## config.mk

```make
export PLATFORM = sky130hd
export DESIGN_NAME = dcache
export DESIGN_NICKNAME = d
export VERILOG_FILES = /design/src/rtl/dcache.sv
export SDC_FILE = /design/constraint.sdc
export NUM_CORES = 1
export LEC_CHECK = 0
export ABC_AREA = 1
export CAP_MARGIN = 20
export CORE_MARGIN = 2
export CORE_UTILIZATION = 50
export CTS_CLUSTER_DIAMETER = 60
export DETAILED_ROUTE_END_ITERATION = 6
export GPL_TIMING_DRIVEN = 0
export MAX_ROUTING_LAYER = met4
export PLACE_DENSITY = 0.76
export SYNTH_ARGS = -nofsm -noshare
export SYNTH_HDL_FRONTEND = slang
export SYNTH_SLANG_ARGS = --single-unit
```

## constraint.sdc

```tcl
create_clock -name CLK -period 6.7 [get_ports CLK]
set_input_delay 0.67 -clock CLK [delete_from_list [all_inputs] [get_ports CLK]]
set_output_delay 0.67 -clock CLK [all_outputs]
set_load 0.005 [all_outputs]
```

## src/rtl/dcache.sv

```systemverilog
// ============================================================================
//  Module      : dcache
//  Description : Direct-mapped, write-back, write-allocate data cache.
//                8 lines x 4-byte blocks, 8-bit byte address. Misses stall
//                the CPU through BUSYWAIT while the block is written back
//                (if dirty) and fetched from word-organised data memory.
//  Revision    : 1.0 - initial release
// ============================================================================
`default_nettype none

module dcache (
   input  logic        CLK,
   input  logic        RESET,
   input  logic        READ,
   input  logic        WRITE,
   input  logic [7:0]  ADDRESS,
   input  logic [7:0]  WRITEDATA,
   output logic [7:0]  READDATA,
   output logic        BUSYWAIT,
   output logic        MEM_READ,
   output logic        MEM_WRITE,
   output logic [5:0]  MEM_ADDRESS,
   output logic [31:0] MEM_WRITEDATA,
   input  logic [31:0] MEM_READDATA,
   input  logic        MEM_BUSYWAIT
);

   localparam logic [1:0] c_IDLE      = 2'd0;
   localparam logic [1:0] c_WRITEBACK = 2'd1;
   localparam logic [1:0] c_FETCH     = 2'd2;

   // Line storage; only valid/dirty carry a reset value
   logic [7:0]  r_valid;
   logic [7:0]  r_dirty;
   logic [2:0]  r_tag  [0:7];
   logic [31:0] r_data [0:7];

   logic [1:0]  r_state;
   logic [1:0]  w_state_nxt;

   logic [2:0]  w_tag;
   logic [2:0]  w_index;
   logic [1:0]  w_offset;
   logic [4:0]  w_lane;
   logic        w_req;
   logic        w_hit;
   logic        w_idle;
   logic        w_hit_write;
   logic        w_fill;
   logic [7:0]  w_sel_byte;

   assign w_tag       = ADDRESS[7:5];
   assign w_index     = ADDRESS[4:2];
   assign w_offset    = ADDRESS[1:0];
   assign w_lane      = {w_offset, 3'b000};
   assign w_req       = READ | WRITE;
   assign w_hit       = w_req & r_valid[w_index] & (r_tag[w_index] == w_tag);
   assign w_idle      = (r_state == c_IDLE);
   // READ and WRITE together is treated as a store
   assign w_hit_write = w_idle & w_hit & WRITE;
   assign w_fill      = (r_state == c_FETCH) & ~MEM_BUSYWAIT;
   assign w_sel_byte  = r_data[w_index][w_lane +: 8];

   // Next-state decode for the miss handling sequence
   always_comb begin
      w_state_nxt = r_state;
      case (r_state)
         c_IDLE: begin
            if (w_req && !w_hit) begin
               if (r_valid[w_index] && r_dirty[w_index]) begin
                  w_state_nxt = c_WRITEBACK;
               end else begin
                  w_state_nxt = c_FETCH;
               end
            end
         end
         c_WRITEBACK: begin
            if (!MEM_BUSYWAIT) begin
               w_state_nxt = c_FETCH;
            end
         end
         c_FETCH: begin
            if (!MEM_BUSYWAIT) begin
               w_state_nxt = c_IDLE;
            end
         end
         default: w_state_nxt = c_IDLE;
      endcase
   end

   // State register; reset aborts any memory transaction in flight
   always_ff @(posedge CLK) begin
      if (RESET) begin
         r_state <= c_IDLE;
      end else begin
         r_state <= w_state_nxt;
      end
   end

   // Valid/dirty bookkeeping: fill cleans the line, hit store dirties it
   always_ff @(posedge CLK) begin
      if (RESET) begin
         r_valid <= 8'h00;
         r_dirty <= 8'h00;
      end else if (w_fill) begin
         r_valid[w_index] <= 1'b1;
         r_dirty[w_index] <= 1'b0;
      end else if (w_hit_write) begin
         r_dirty[w_index] <= 1'b1;
      end
   end

   // Data and tag arrays; a store coinciding with reset is discarded
   always_ff @(posedge CLK) begin
      if (!RESET) begin
         if (w_fill) begin
            r_data[w_index] <= MEM_READDATA;
            r_tag[w_index]  <= w_tag;
         end else if (w_hit_write) begin
            r_data[w_index][w_lane +: 8] <= WRITEDATA;
         end
      end
   end

   // Memory-side outputs decoded from the current state
   always_comb begin
      MEM_READ      = (r_state == c_FETCH);
      MEM_WRITE     = (r_state == c_WRITEBACK);
      MEM_ADDRESS   = 6'h00;
      MEM_WRITEDATA = 32'h0000_0000;
      if (r_state == c_WRITEBACK) begin
         MEM_ADDRESS   = {r_tag[w_index], w_index};
         MEM_WRITEDATA = r_data[w_index];
      end else if (r_state == c_FETCH) begin
         MEM_ADDRESS   = {w_tag, w_index};
      end
   end

   // CPU-side outputs: stall on any pending non-hit, return byte on hit load
   always_comb begin
      BUSYWAIT = w_req & ~(w_idle & w_hit);
      READDATA = 8'h00;
      if (w_idle && w_hit && READ && !WRITE) begin
         READDATA = w_sel_byte;
      end
   end

endmodule

`default_nettype wire

```

==> metrics.cfg <==
[place]
dp_hpwl_um=29000
portBuffers=100
gp_congestion=0.969

[min_path]
hp-class=reg -> reg

[power_and_ir_drop]
ir_drop_mv=0.201
p_per_area_nw_per_um2=253
p_comb_share_pct=8.1
p_seq_share_pct=52.5
power.total_mw=3.91
p_sw_mw=0.904
intPower_mw=3.00
clkPwrFrac_pct=39.4
leakage_nw=5.68
swShare_pct=23.1

[global_routing]
grt_max_degree=15
grt_pass1_vias=9761
grt_use_total_pct=30.6
grt_overflow=0
grt_pass1_wl_um=60500
antenna_found_initial=0

[critical_path]
end_kind=primary output
crit_path_max_fanout=10
worst_ep_arrival_time_ps=4860
cp-start-kind=primary input
worstPathRequired_ps=6030
worstSetupPathType=in -> out

[sta]
finalSetupViolations=0
rsz0062_at_grt=false
fmax_mhz=181
finalHoldWorstSlack_ps=458
min_period_ps=5530
tightest_slew_ps=1200
slew-limit-headroom_pct=19.9
setup_tns_ps=0
drv_slew=0
fin_worst_skew_ps=18.4
hold_viol_final=0
period_share_pct=82.6

[cts]
cts_resized=0
root_buffer=clkbuf_16
clockBufferDepth=3
hold_buffers=0
cts_tree=built
htreeDepth=1
cts_buffers=29
clk_pin_slew_worst_paths_ps=60
insertion_delay_ps=550
clkSinkCount=298
cts_setup_buffers=0

[die]
die_w_um=166
row_count=59
fp.dieArea_sq_um=27600
start_util_pct=50.7
die_h_um=166
fp.coreArea_sq_um=25900
ioPinCount=102

[detailed_routing]
drt_pass1_iterations=6
drc=0
drtIter0Drc=1854
wl_um=42000
drt-vias-per-instance=6.06
wire_per_inst_um=24.1
final_antenna_net_count=0
vias=10535

[outcome]
outcome=finished clean

[yosys]
synth_edf_count=280
ys_warn_count=0
netlist_area_sq_um=13100
async_reset_ff_share_pct=0
seq_area_frac_synth_pct=66.8
syn-num-nets=1306
ys_ff_latch=298
synth_cell_types=36
postSynthCellCount=1248
synth_flop_cell=edfxtp_1
syn-mean-instance-area_sq_um=10.5

[layout]
diodes=0
drive_gt1_share_pct=5.42
areaGrowthSynthToFinish_pct=17.6
nNetsFinal=1440
fin_util_pct=59.6

[flow_run]
maxCapViolCount=0

layout make-up:
cell class / count / area (sq um)
Buffer: 63 / 298
Multi-Input combinational cell: 789 / 3700
Tap cell: 335 / 419
Fill cell: 2053 / 10500
Timing Repair Buffer: 103 / 1020
Clock inverter: 18 / 130
Sequential cell: 298 / 8770
Inverter: 98 / 368
Clock buffer: 34 / 744
cell families (layout without fill, tap and decap cells):
kind of cell,after synthesis,after routing,synth area share (%)
AND/OR/NAND/NOR,564,564,18.3
adder cells (fa/ha/maj),5,5,0.476
AO/OA/AOI/OAI,220,220,9.43
buffers and inverters,161,316,5.07
flip-flops,298,298,66.8
stage by stage:
stage          cells  setup WS, ps  area (sq um)
2_1_floorplan   1248          3830         13100
5_1_grt         1738          1150         15500
6_report        1738          1170         15500
4_1_cts         1735          1370         15400
3_3_place_gp    1683          1450         14600
3_5_place_dp    1683          1410         14600
cells in the final DEF (no fill, tap or decap), drive strengths merged:
master	instances
nand2	344
o22ai	15
a221oi	3
inv	94
nand3b	2
o21ai	35
nor2	92
nand3	101
edfxtp	280
nand4	6
a211oi	31
o211ai	1
clkinv	19
clkdlybuf4s50	100
nor3	11
ha	5
buf	26
or2	3
and3	5
clkinvlp	1
a21oi	124
dfxtp	18
clkbuf	74
bufinv	2
a22o	1
a31oi	1
a22oi	9
Yosys cell counts, types with 5 or more instances:
| cell type | number | area (sq um) |
|---|---|---|
| a211oi_1 | 31 | 233 |
| a21oi_1 | 124 | 621 |
| a22oi_1 | 9 | 67.6 |
| and3_1 | 5 | 31.3 |
| buf_1 | 6 | 22.5 |
| buf_2 | 7 | 35.0 |
| buf_4 | 6 | 45.0 |
| clkbuf_1 | 40 | 150 |
| dfxtp_1 | 18 | 360 |
| edfxtp_1 | 280 | 8410 |
| ha_1 | 5 | 62.6 |
| inv_1 | 91 | 342 |
| nand2_1 | 343 | 1290 |
| nand3_1 | 100 | 500 |
| nor2_1 | 87 | 327 |
| nor3_1 | 10 | 50.1 |
| o21ai_0 | 31 | 155 |
| o22ai_1 | 15 | 93.8 |
metal layers:
layer	up-vias	track usage [%]	share of wire, %
met3	166	5.93	14
met4	0	13.6	5.5
li1	4599	-	-
met5	-	-	0
met1	4935	41.4	37
met2	835	45.2	44
final timing paths:
| path | start | endpoint | slack, ps | depth (start not counted) |
|---|---|---|---|---|
| max | ADDRESS[4] | READDATA[3] | 1170 | 10 |
| min | flop | flop | 460 | 2 |
| max reg2reg | r_state[1] | r_data[5][1] | 3330 | 8 |
| min reg2reg | flop | flop | 460 | 2 |
flip-flops by register name, indices dropped and copies added (netlist names), named ones only:
signal   count
r_state      2
r_data     256
r_valid      8
r_tag       24
power groups by stage:
stage	Sequential, mW	Clock [mW]	Combinational (mW)
floorplan	2.09	0	0.163
global placement	2.09	0	0.297
detailed placement	2.09	0	0.302
CTS	2.05	1.53	0.303
global route	2.05	1.60	0.334
finish	2.05	1.54	0.315
worst max-delay path: stages:
cell and delay [ps]:
clkdlybuf4s50_1 580, nor2_1 550, nand2_2 330, clkinv_1 390, clkbuf_1 810, a211oi_1 260, nand3_1 220, nand3_1 100
a21oi_1 350, clkdlybuf4s50_1 580
Power figures use the tool's default switching activity.
